### config.mk
export PLATFORM = sky130hd
export DESIGN_NAME = enc8b10b_ctrl_flat
export DESIGN_NICKNAME = d
export VERILOG_FILES = /design/src/rtl/enc8b10b_pkg.sv /design/src/rtl/enc8b10b_ctrl_if.sv /design/src/rtl/enc8b10b_sym.sv /design/src/rtl/enc8b10b_ctrl.sv /design/src/flat_wrapper.sv
export SDC_FILE = /design/constraint.sdc
export NUM_CORES = 1
export LEC_CHECK = 0
export ABC_AREA = 1
export CAP_MARGIN = 20
export CELL_PAD_IN_SITES_DETAIL_PLACEMENT = 1
export CELL_PAD_IN_SITES_GLOBAL_PLACEMENT = 1
export CORE_MARGIN = 2
export CORE_UTILIZATION = 35
export CTS_BUF_LIST = sky130_fd_sc_hd__clkbuf_8
export DETAILED_ROUTE_END_ITERATION = 8
export MAX_ROUTING_LAYER = met4
export PLACE_DENSITY_LB_ADDON = 0.1
export SYNTH_ARGS = -nofsm -noshare
export SYNTH_HDL_FRONTEND = slang
export SYNTH_SLANG_ARGS = --single-unit
export TNS_END_PERCENT = 100
### constraint.sdc
create_clock -name clk -period 5.8 [get_ports clk]
set_input_delay 1.16 -clock clk [delete_from_list [all_inputs] [get_ports clk]]
set_output_delay 1.16 -clock clk [all_outputs]
set_load 0.01 [all_outputs]
### src/rtl/enc8b10b_pkg.sv
// rtl/enc8b10b_pkg.sv - shared types, constants and legal-K check for the 8b/10b encode controller
package enc8b10b_pkg;

  typedef logic [9:0] sym_t;

  typedef enum logic {SYNC, RUN} state_t;

  localparam logic [7:0] K28_5 = 8'hBC;

  // K28.y for every y, plus the four K.x.7 codes with x != 28
  function automatic logic k_legal(input logic [7:0] b);
    return (b[4:0] == 5'd28) || (b == 8'hF7) || (b == 8'hFB) || (b == 8'hFD) || (b == 8'hFE);
  endfunction

endpackage

### src/rtl/enc8b10b_ctrl_if.sv
// rtl/enc8b10b_ctrl_if.sv - byte-in / symbol-out stream bundle of the 8b/10b encode controller
interface enc8b10b_ctrl_if;
  import enc8b10b_pkg::*;

  logic       in_valid;
  logic       in_ready;
  logic [7:0] in_data;
  logic       in_k;
  logic       out_valid;
  logic       out_ready;
  sym_t       out_data;
  logic       out_rd;
  logic       code_err;

  modport master (
    output in_valid, in_data, in_k, out_ready,
    input  in_ready, out_valid, out_data, out_rd, code_err
  );

  modport slave (
    input  in_valid, in_data, in_k, out_ready,
    output in_ready, out_valid, out_data, out_rd, code_err
  );

endinterface

### src/rtl/enc8b10b_sym.sv
// rtl/enc8b10b_sym.sv - combinational 8b/10b symbol encoder; illegal K requests become K28.5
module enc8b10b_sym
  import enc8b10b_pkg::*;
(
  input  logic [7:0] data,
  input  logic       k,
  input  logic       rd_in,
  output sym_t       code,
  output logic       rd_out,
  output logic       k_illegal
);

  logic [7:0] eff_data;
  logic       eff_k;
  logic [4:0] x;
  logic [2:0] y;
  logic [5:0] six_neg, six;
  logic [3:0] four_neg, four;
  logic       six_bal, four_bal, rd_mid, alt7;

  always_comb begin
    eff_data  = data;
    eff_k     = k;
    k_illegal = 1'b0;
    if (k && !k_legal(data)) begin
      eff_data  = K28_5;
      k_illegal = 1'b1;
    end
  end

  assign x = eff_data[4:0];
  assign y = eff_data[7:5];

  // 5b/6b codes in their RD- form (abcdei); RD+ is the complement where the code is unbalanced
  always_comb begin
    six_neg = 6'b000000;
    case (x)
      5'd0:  six_neg = 6'b100111;
      5'd1:  six_neg = 6'b011101;
      5'd2:  six_neg = 6'b101101;
      5'd3:  six_neg = 6'b110001;
      5'd4:  six_neg = 6'b110101;
      5'd5:  six_neg = 6'b101001;
      5'd6:  six_neg = 6'b011001;
      5'd7:  six_neg = 6'b111000;
      5'd8:  six_neg = 6'b111001;
      5'd9:  six_neg = 6'b100101;
      5'd10: six_neg = 6'b010101;
      5'd11: six_neg = 6'b110100;
      5'd12: six_neg = 6'b001101;
      5'd13: six_neg = 6'b101100;
      5'd14: six_neg = 6'b011100;
      5'd15: six_neg = 6'b010111;
      5'd16: six_neg = 6'b011011;
      5'd17: six_neg = 6'b100011;
      5'd18: six_neg = 6'b010011;
      5'd19: six_neg = 6'b110010;
      5'd20: six_neg = 6'b001011;
      5'd21: six_neg = 6'b101010;
      5'd22: six_neg = 6'b011010;
      5'd23: six_neg = 6'b111010;
      5'd24: six_neg = 6'b110011;
      5'd25: six_neg = 6'b100110;
      5'd26: six_neg = 6'b010110;
      5'd27: six_neg = 6'b110110;
      5'd28: six_neg = eff_k ? 6'b001111 : 6'b001110;
      5'd29: six_neg = 6'b101110;
      5'd30: six_neg = 6'b011110;
      5'd31: six_neg = 6'b101011;
      default: six_neg = 6'b000000;
    endcase
  end

  assign six_bal = ($countones(six_neg) == 3);
  // D.7 is balanced but still alternates between 111000 and 000111
  assign six     = (rd_in && (!six_bal || (x == 5'd7))) ? ~six_neg : six_neg;
  assign rd_mid  = rd_in ^ !six_bal;

  assign alt7 = (!rd_mid && ((x == 5'd17) || (x == 5'd18) || (x == 5'd20))) ||
                ( rd_mid && ((x == 5'd11) || (x == 5'd13) || (x == 5'd14)));

  // 3b/4b codes in their RD- form (fghj), selected by the RD left after the 6b block
  always_comb begin
    four_neg = 4'b0000;
    if (eff_k) begin
      case (y)
        3'd0: four_neg = 4'b1011;
        3'd1: four_neg = 4'b0110;
        3'd2: four_neg = 4'b1010;
        3'd3: four_neg = 4'b1100;
        3'd4: four_neg = 4'b1101;
        3'd5: four_neg = 4'b0101;
        3'd6: four_neg = 4'b1001;
        3'd7: four_neg = 4'b0111;
        default: four_neg = 4'b0000;
      endcase
    end else begin
      case (y)
        3'd0: four_neg = 4'b1011;
        3'd1: four_neg = 4'b1001;
        3'd2: four_neg = 4'b0101;
        3'd3: four_neg = 4'b1100;
        3'd4: four_neg = 4'b1101;
        3'd5: four_neg = 4'b1010;
        3'd6: four_neg = 4'b0110;
        3'd7: four_neg = alt7 ? 4'b0111 : 4'b1110;
        default: four_neg = 4'b0000;
      endcase
    end
  end

  assign four_bal = ($countones(four_neg) == 2);
  // every control 3b/4b alternates; data x.3 alternates despite being balanced
  assign four     = (rd_mid && (eff_k || !four_bal || (y == 3'd3))) ? ~four_neg : four_neg;
  assign rd_out   = rd_mid ^ !four_bal;
  assign code     = {six, four};

endmodule

### src/rtl/enc8b10b_ctrl.sv
// rtl/enc8b10b_ctrl.sv - 8b/10b encode controller: RD ownership, comma fill, post-reset sync burst
// Optional periodic forced commas are compiled in with ENC_ALIGN_EN.
module enc8b10b_ctrl
  import enc8b10b_pkg::*;
#(
  parameter int SYNC_LEN     = 8,
  parameter bit RD_INIT      = 1'b0,
  parameter int ALIGN_PERIOD = 64
) (
  input logic           clk,
  input logic           rst,
  enc8b10b_ctrl_if.slave bus
);

  localparam int SCW = (SYNC_LEN > 1) ? $clog2(SYNC_LEN) : 1;

  state_t         state;
  logic [SCW-1:0] sync_cnt;
  sym_t           out_data_q;
  logic           out_valid_q;
  logic           out_rd_q;
  logic           code_err_q;

  logic       load, take, align_due;
  logic [7:0] enc_data;
  logic       enc_k;
  sym_t       enc_code;
  logic       enc_rd, enc_illegal;

  assign load = !out_valid_q || bus.out_ready;

`ifdef ENC_ALIGN_EN
  localparam int ACW = (ALIGN_PERIOD > 1) ? $clog2(ALIGN_PERIOD) : 1;
  logic [ACW-1:0] sym_cnt;

  assign align_due = (sym_cnt == ACW'(ALIGN_PERIOD - 1));

  // every RUN load counts, idle commas included
  always_ff @(posedge clk or posedge rst) begin
    if (rst)
      sym_cnt <= '0;
    else if (load && (state == RUN))
      sym_cnt <= align_due ? '0 : sym_cnt + ACW'(1);
  end
`else
  // forced commas are compiled out; this is constant zero
  assign align_due = (ALIGN_PERIOD < 0);
`endif

  assign bus.in_ready = (state == RUN) && load && !align_due;
  assign take         = bus.in_ready && bus.in_valid;
  assign enc_data     = take ? bus.in_data : K28_5;
  assign enc_k        = take ? bus.in_k : 1'b1;

  enc8b10b_sym u_sym (
    .data      (enc_data),
    .k         (enc_k),
    .rd_in     (out_rd_q),
    .code      (enc_code),
    .rd_out    (enc_rd),
    .k_illegal (enc_illegal)
  );

  always_ff @(posedge clk or posedge rst) begin
    if (rst) begin
      state       <= SYNC;
      sync_cnt    <= '0;
      out_valid_q <= 1'b0;
      out_data_q  <= '0;
      out_rd_q    <= RD_INIT;
      code_err_q  <= 1'b0;
    end else if (load) begin
      out_valid_q <= 1'b1;
      out_data_q  <= enc_code;
      out_rd_q    <= enc_rd;
      code_err_q  <= enc_illegal;
      if (state == SYNC) begin
        if (sync_cnt == SCW'(SYNC_LEN - 1)) begin
          state    <= RUN;
          sync_cnt <= '0;
        end else begin
          sync_cnt <= sync_cnt + SCW'(1);
        end
      end
    end
  end

  assign bus.out_valid = out_valid_q;
  assign bus.out_data  = out_data_q;
  assign bus.out_rd    = out_rd_q;
  assign bus.code_err  = code_err_q;

endmodule

### src/flat_wrapper.sv
// flat-port wrapper written by rule: the top's interface ports become plain ports
module enc8b10b_ctrl_flat import enc8b10b_pkg::*;
#(
  parameter int SYNC_LEN     = 8,
  parameter bit RD_INIT      = 1'b0,
  parameter int ALIGN_PERIOD = 64
)
  (clk, rst, bus_in_valid, bus_in_data, bus_in_k, bus_out_ready, bus_in_ready, bus_out_valid, bus_out_data, bus_out_rd, bus_code_err);
  enc8b10b_ctrl_if bus_i ();
  input logic clk;
  input logic rst;
  input wire logic [$bits(bus_i.in_valid)-1:0] bus_in_valid;
  input wire logic [$bits(bus_i.in_data)-1:0] bus_in_data;
  input wire logic [$bits(bus_i.in_k)-1:0] bus_in_k;
  input wire logic [$bits(bus_i.out_ready)-1:0] bus_out_ready;
  output wire logic [$bits(bus_i.in_ready)-1:0] bus_in_ready;
  output wire logic [$bits(bus_i.out_valid)-1:0] bus_out_valid;
  output wire logic [$bits(bus_i.out_data)-1:0] bus_out_data;
  output wire logic [$bits(bus_i.out_rd)-1:0] bus_out_rd;
  output wire logic [$bits(bus_i.code_err)-1:0] bus_code_err;
  assign bus_i.in_valid = bus_in_valid;
  assign bus_i.in_data = bus_in_data;
  assign bus_i.in_k = bus_in_k;
  assign bus_i.out_ready = bus_out_ready;
  assign bus_in_ready = bus_i.in_ready;
  assign bus_out_valid = bus_i.out_valid;
  assign bus_out_data = bus_i.out_data;
  assign bus_out_rd = bus_i.out_rd;
  assign bus_code_err = bus_i.code_err;
  enc8b10b_ctrl #(.SYNC_LEN(SYNC_LEN), .RD_INIT(RD_INIT), .ALIGN_PERIOD(ALIGN_PERIOD)) u_core (.clk(clk), .rst(rst), .bus(bus_i));
endmodule
==> results of run 1 <==
stage by stage:
step                      cells   util
after floorplan             309      -
after global placement      473  0.554
after detailed placement    473  0.554
synthesized netlist by cell type (all sizes together):
master / n / area (µm²)
or2: 1 / 6.26
nor3: 6 / 35.0
dfrtp: 17 / 425
a21oi: 4 / 31.3
conb: 1 / 3.75
nand4: 26 / 169
o21bai: 1 / 7.51
clkinv: 2 / 7.51
a31oi: 1 / 6.26
buf: 3 / 27.5
nor4: 1 / 6.26
fa: 4 / 80.1
o22ai: 1 / 6.26
inv: 43 / 161
clkbuf: 3 / 11.3
o21ai: 7 / 38.8
nor2: 41 / 179
o2111ai: 5 / 43.8
o211ai: 1 / 7.51
nand2: 95 / 374
nand3: 41 / 205
ha: 5 / 62.6
cells by family after synthesis:
family                   count (synthesis)  share of synthesized area
AO/OA/AOI/OAI                           20                     0.0746
buffers and inverters                   51                      0.110
flip-flops                              17                      0.224
adder cells (fa/ha/maj)                  9                     0.0752
other                                    1                    0.00198
AND/OR/NAND/NOR                        211                      0.514
==> impl_metrics.env, run 1 <==
export IMPL_ctsHoldBuffers=0
export IMPL_avgSynthCellArea_um2=6.13
export IMPL_die_w_um=77.6
export IMPL_ios=27
export IMPL_synth_nets=331
export IMPL_hpwl_um=6100
export IMPL_cts_htree_levels=1
export IMPL_die_h_um=77.6
export IMPL_rows=26
export IMPL_globalplace_congestion=0.900
export IMPL_cts_sinks=17
export IMPL_stop_stage="clock tree synthesis (4_1_cts)"
export IMPL_postCtsSetupBuffers=74
export IMPL_postPlaceCellArea_um2=2870
export IMPL_cts_max_path_buffers=2
export IMPL_toolErrorMsg="[ERROR DPL-0033] detailed placement checks failed during check placement."
export IMPL_cts_buffers=3
export IMPL_yosysUniqueCellTypes=33
export IMPL_synth_cells=309
export IMPL_start_util=0.366
export IMPL_yosys_register_bits=17
export IMPL_post_place_ws_ps=-2140
export IMPL_synth_area_um2=1900
export IMPL_cts_resized=58
export IMPL_yosys_warnings=0
export IMPL_status="did not finish"
export IMPL_port_buffers=26
export IMPL_clock_root_buffer="clkbuf_8"
export IMPL_ys_seq_area_frac=0.224
==> inputs of run 2 (changes only) <==
CELL_PAD_IN_SITES_DETAIL_PLACEMENT = not set   (was 1)
CELL_PAD_IN_SITES_GLOBAL_PLACEMENT = not set   (was 1)
CORE_UTILIZATION = 40   (was 35)
CTS_BUF_LIST = not set   (was sky130_fd_sc_hd__clkbuf_8)
MAX_ROUTING_LAYER = not set   (was met4)
PLACE_DENSITY_LB_ADDON = 0.15   (was 0.1)
clock period = 7.55 ns   (was 5.8 ns; I/O delays follow)
==> run 2 against run 1 <==
The run now ends clean. Area after synthesis unchanged. Synthesized cell count unchanged.
==> impl_metrics.env, run 2 <==
export IMPL_maxCapViolCount=0
export IMPL_netlist_top_cells_count="nand2_1 (92), nand3_1 (41), inv_1 (40)"
export IMPL_rows=25
export IMPL_postLayoutCoreUtil=0.655
export IMPL_globalplace_congestion=0.942
export IMPL_path_common_cell="nand2_1"
export IMPL_clock_root_buffer="clkbuf_8"
export IMPL_num_vias=2428
export IMPL_clk_pin_slew_ps=70
export IMPL_synth_cells=309
export IMPL_synthArstFlopShare=1.00
export IMPL_hold_viol_final=0
export IMPL_cts_buffers=3
export IMPL_wl_met1_um=2630
export IMPL_fin_crit_ps=7280
export IMPL_wl_met3_um=307
export IMPL_nNetsFinal=437
export IMPL_clock_fmax_mhz=137
export IMPL_grt_pass1_vias=2181
export IMPL_p_seq_frac=0.236
export IMPL_drtIter0Drc=97
export IMPL_diodes=0
export IMPL_grt_pass1_wl_um=9760
export IMPL_hpwl_um=4550
export IMPL_clock_latency_ps=250
export IMPL_die_w_um=72.8
export IMPL_drc=0
export IMPL_yosysUniqueCellTypes=33
export IMPL_slew_viol_final=0
export IMPL_hold_class="reg -> reg"
export IMPL_slowest_stage="fa_1"
export IMPL_p_per_area_nw_per_um2=194
export IMPL_avgSynthCellArea_um2=6.13
export IMPL_p_leak_nw=1.68
export IMPL_synth_top_cell_area_share=0.224
export IMPL_grt_overflow=0
export IMPL_crit_fanout=6
export IMPL_slew_headroom=0.571
export IMPL_finalCritPeriodShare=0.964
export IMPL_syn_to_final_growth_pct=61.1
export IMPL_p_int_mw=0.348
export IMPL_coreArea_um2=4660
export IMPL_ios=27
export IMPL_yosysMostFrequentCell="nand2_1"
export IMPL_max_stage_delay_ps=500
export IMPL_yosys_register_bits=17
export IMPL_wl_per_cell_um=12.9
export IMPL_cts_sinks=17
export IMPL_ys_seq_area_frac=0.224
export IMPL_grt_max_degree=18
export IMPL_fin_skew_ps=3.13
export IMPL_antenna_found_initial=0
export IMPL_power_switching_mw=0.243
export IMPL_power_switching_share=0.412
export IMPL_finalSetupTns_ps=0
export IMPL_worst_ep_arrival_time_ps=7420
export IMPL_yosys_warnings=0
export IMPL_tritoncts="yes"
export IMPL_die_area_um2=5310
export IMPL_wl_um=6030
export IMPL_power_mw=0.591
export IMPL_largest_register_ff_count=10
export IMPL_wl_met2_um=3020
export IMPL_crit_type="in -> reg"
export IMPL_power_frac_clock=0.115
export IMPL_synth_ff_type="dfrtp_1"
export IMPL_synth_edf_count=0
export IMPL_crit_path_end_kind="flop"
export IMPL_crit_required_ps=7700
export IMPL_layout_drive_gt1_share=0.329
export IMPL_start_util=0.407
export IMPL_ir_drop_v=0.000118
export IMPL_yosys_area_top_type="dfrtp_1"
export IMPL_track_usage=0.229
export IMPL_synth_nets=331
export IMPL_die_h_um=72.8
export IMPL_synth_area_um2=1900
export IMPL_start_kind="input port"
export IMPL_cts_max_path_buffers=2
export IMPL_combinationalPowerShare=0.648
export IMPL_ctsHoldBuffers=0
export IMPL_dr_max_layer_used="met4"
export IMPL_worstMarginPinSlew_ps=643
export IMPL_setup_violations=0
export IMPL_via_per_inst=5.19
export IMPL_status="finished clean"
export IMPL_synth_area_leaders="dfrtp_1 (22%), nand2_1 (18%), nand3_1 (11%)"
export IMPL_final_common_cell="nand2_1"
export IMPL_cts_htree_levels=1
export IMPL_final_cell_mix="nand2_1 (83), buf_4 (77), inv_1 (38), nand3_1 (35), nor2_1 (27)"
export IMPL_dr_pass1_iters=4
export IMPL_ant_nets=0
export IMPL_port_buffers=26
==> run 2: stage by stage <==
stage / cell area (µm²) / hold WS (ps) / instances / worst slack [ps]
5_1_grt: 3050 / 500 / 468 / -76.9
6_report: 3050 / 480 / 468 / 272
2_1_floorplan: 1900 / 448 / 309 / 128
3_3_place_gp: 2690 / 464 / 448 / -593
4_1_cts: 2810 / 486 / 456 / 6.95
3_5_place_dp: 2690 / 467 / 448 / -663
==> run 2: cell type report <==
type                            count  area, µm²
Tap cell                           54       67.6
Inverter                           45        176
Sequential cell                    17        425
Fill cell                         420       1610
Clock inverter                      1       5.00
Timing Repair Buffer              107        913
Multi-Input combinational cell    241       1420
Clock buffer                        3       41.3
==> run 2: layer usage <==
| layer | global-route usage | up-vias |
|---|---|---|
| li1 | - | 1236 |
| met1 | 0.303 | 1108 |
| met2 | 0.396 | 76 |
| met3 | 0.0359 | 8 |
| met4 | 0.0453 | 0 |
| met5 | 0 | - |
==> run 2: power by group through the flow <==
stage               clock, mW  combinational [mW]  sequential, mW
floorplan                   0               0.173           0.156
global placement            0               0.333           0.141
detailed placement          0               0.338           0.142
CTS                    0.0697               0.351           0.140
global route           0.0726               0.430           0.143
finish                 0.0682               0.383           0.140
==> run 2: worst max-delay path, delay by kind of cell <==
family | cells | cell delay (ps)
buf+inv | 13 | 1040
simple gates | 23 | 2220
compound gates | 1 | 60
fa+ha+maj | 7 | 2570
==> run 2: worst paths after layout <==
check | start | cells past startpoint | endpoint | slack (ps)
max | bus_out_ready | 44 | u_core.bus.out_data[2]$_DFFE_PP0N_ | 270
min | u_core.bus.out_data[3]$_DFFE_PP0N_ | 2 | u_core.bus.out_data[3]$_DFFE_PP0N_ | 480
max reg2reg | u_core.bus.out_valid$_DFFE_PP0N_ | 42 | u_core.bus.out_data[2]$_DFFE_PP0N_ | 1200
min reg2reg | u_core.bus.out_data[3]$_DFFE_PP0N_ | 2 | u_core.bus.out_data[3]$_DFFE_PP0N_ | 480
max in group asynchronous | rst | 2 | u_core.bus.out_valid$_DFFE_PP0N_ | 5500
min in group asynchronous | rst | 2 | u_core.sync_cnt[1]$_DFFE_PP0P_ | 1640
==> run 2: timing repair <==
item / in CTS / in global routing
endpoints found under the hold margin: 0 / 0
endpoints found under the setup margin: 5 / 5
pin swaps: 6 / 29
cloned: 0 / 1
resized for setup: 15 / 44
setup buffers: 4 / 12
==> run 2: cells by family (layout without fill, tap and decap cells) <==
family                   Yosys count  in the layout  share of synthesized area
AO/OA/AOI/OAI                     20             20                     0.0746
flip-flops                        17             17                      0.224
adder cells (fa/ha/maj)            9              9                     0.0752
AND/OR/NAND/NOR                  211            211                      0.514
buffers and inverters             51            156                      0.110
other                              1              1                    0.00198
No activity file was read; power rests on OpenSTA's default activity.
==> inputs of run 3 (changes only) <==
CORE_MARGIN = 4   (was 2)
==> run 3 against run 2 <==
Global-route usage decreased by 1.4 points. Cell area increased by 2.5%. Die area increased by 11%. Setup slack got worse by 32 ps. Maximum frequency decreased by 0.44%. Largest power group unchanged. Highest routed layer unchanged.
==> impl_metrics.env, run 3 (synthesized netlist as in run 2, its figures left out) <==
export IMPL_status="finished clean"
export IMPL_cts_max_path_buffers=2
export IMPL_worstMarginPinSlew_ps=617
export IMPL_worst_ep_arrival_time_ps=7460
export IMPL_layout_drive_gt1_share=0.356
export IMPL_cts_buffers=3
export IMPL_grtUsageMet2=0.370
export IMPL_ff2ff_path_depth=40
export IMPL_tritoncts="yes"
export IMPL_drc=0
export IMPL_holdPathEnd="u_core.bus.out_data[8]$_DFFE_PP0N_"
export IMPL_fin_skew_ps=4.85
export IMPL_syn_to_final_growth_pct=65.1
export IMPL_drtIter0Drc=125
export IMPL_die_h_um=76.8
export IMPL_slew_viol_final=0
export IMPL_setup_ws_ps=240
export IMPL_slew_headroom=0.588
export IMPL_clock_fmax_mhz=137
export IMPL_wl_um=6330
export IMPL_clock_root_buffer="clkbuf_8"
export IMPL_combinationalPowerShare=0.662
export IMPL_globalplace_congestion=0.931
export IMPL_grt_util_met1=0.287
export IMPL_hold_class="reg -> reg"
export IMPL_rows=24
export IMPL_r2r_end="u_core.bus.out_data[2]$_DFFE_PP0N_"
export IMPL_track_usage=0.215
export IMPL_p_per_area_nw_per_um2=197
export IMPL_slowest_stage="fa_1"
export IMPL_start_util=0.424
export IMPL_multi_input_area_um2=1420
export IMPL_path_common_cell="nand2_1"
export IMPL_fin_crit_ps=7310
export IMPL_crit_path_end_kind="flop"
export IMPL_ant_nets=0
export IMPL_grt_max_degree=18
export IMPL_hpwl_um=4610
export IMPL_cts_sinks=17
export IMPL_regToRegSetupSlack_ps=1070
export IMPL_coreArea_um2=4470
export IMPL_hold_viol_final=0
export IMPL_final_cell_mix="nand2_1 (81), buf_4 (79), nand3_1 (36), inv_1 (33), nand4_1 (25)"
export IMPL_p_int_mw=0.364
export IMPL_post_place_ws_ps=-531
export IMPL_p_seq_frac=0.229
export IMPL_dr_pass1_iters=6
export IMPL_crit_type="in -> reg"
export IMPL_power_switching_share=0.408
export IMPL_power_frac_clock=0.109
export IMPL_grt_pass1_vias=2433
export IMPL_wl_per_cell_um=13.5
export IMPL_final_common_cell="nand2_1"
export IMPL_clk_pin_slew_ps=70
export IMPL_start_kind="input port"
export IMPL_diodes=0
export IMPL_clock_latency_ps=250
export IMPL_antenna_found_initial=0
export IMPL_seq_area_um2=425
export IMPL_cts_htree_levels=1
export IMPL_largest_register_ff_count=10
export IMPL_finalSetupTns_ps=0
export IMPL_port_buffers=26
export IMPL_ios=27
export IMPL_finalCritPeriodShare=0.968
export IMPL_power_mw=0.615
export IMPL_power_switching_mw=0.251
export IMPL_min_from="u_core.bus.out_data[8]$_DFFE_PP0N_"
export IMPL_rsz0062_at_grt="true"
export IMPL_die_area_um2=5900
export IMPL_setup_violations=0
export IMPL_num_vias=2540
export IMPL_die_w_um=76.8
export IMPL_grt_overflow=0
export IMPL_grt_busiest_layer="met2"
export IMPL_regToRegStartpoint="u_core.state$_DFFE_PP0N_"
export IMPL_maxCapViolCount=0
export IMPL_crit_fanout=9
export IMPL_ctsHoldBuffers=0
export IMPL_holdPathStages=2
export IMPL_n_fill_cell=372
export IMPL_p_leak_nw=1.70
export IMPL_ir_drop_v=0.000156
export IMPL_crit_required_ps=7700
export IMPL_nNetsFinal=441
export IMPL_max_stage_delay_ps=500
export IMPL_grt_pass1_wl_um=10600
export IMPL_grtUsageMet3=0.0293
export IMPL_via_per_inst=5.40
[run 3: through the flow]
stage | std cells | util | cell area [µm²] | hold slack (ps)
after floorplan | 309 | - | 1900 | 448
after global placement | 446 | 0.600 | 2680 | 466
after detailed placement | 446 | 0.600 | 2680 | 465
after CTS | 459 | 0.646 | 2890 | 482
after global routing | 470 | 0.699 | 3130 | 490
final | 470 | 0.699 | 3130 | 479
[run 3: worst max path at each step]
stage / slack (ps) / end / startpoint / depth (start not counted)
after floorplan: 130 / u_core.bus.out_data[2]$_DFFE_PP0N_ / bus_out_ready / 41
after global placement: -390 / u_core.bus.out_data[2]$_DFFE_PP0N_ / bus_out_ready / 41
after detailed placement: -530 / u_core.bus.out_data[2]$_DFFE_PP0N_ / bus_out_ready / 44
after CTS: 1 / u_core.bus.out_data[2]$_DFFE_PP0N_ / bus_out_ready / 43
after global routing: -190 / u_core.bus.out_data[2]$_DFFE_PP0N_ / bus_out_ready / 43
final: 240 / u_core.bus.out_data[2]$_DFFE_PP0N_ / bus_in_data[4] / 38
[run 3: final cells by class]
type | instances | area share
Sequential cell | 17 | 0.136
Inverter | 45 | 0.0584
Clock buffer | 4 | 0.0144
Tap cell | 52 | 0.0208
Multi-Input combinational cell | 241 | 0.453
Timing Repair Buffer | 111 | 0.317
[run 3: worst max-delay path, delay by kind of cell]
kind,cells,cell delay (ps)
AOI/OAI and AO/OA,2,170
and+or+nand+nor,17,1780
buffers and inverters,12,1350
adders and majority gates,7,2600
[run 3: timing repair]
item,CTS,global route
pin swaps,14,35
hold endpoints to repair,0,0
resized for setup,23,52
buffers inserted,8,10
gates cloned,1,1
endpoints found under the setup margin,5,5
[run 3: metal layers]
layer  vias up  wire length (µm)
li1       1234                 -
met2       112              3030
met1      1176              2740
met4         0               118
met5         -                 0
met3        18               443
[run 3: power groups by stage]
| stage | registers [mW] | logic, mW | clock network (mW) |
|---|---|---|---|
| after global placement | 0.141 | 0.330 | 0 |
| after global routing | 0.145 | 0.454 | 0.0737 |
| after detailed placement | 0.141 | 0.337 | 0 |
| after CTS | 0.140 | 0.357 | 0.0681 |
| after floorplan | 0.156 | 0.173 | 0 |
| final | 0.141 | 0.407 | 0.0670 |
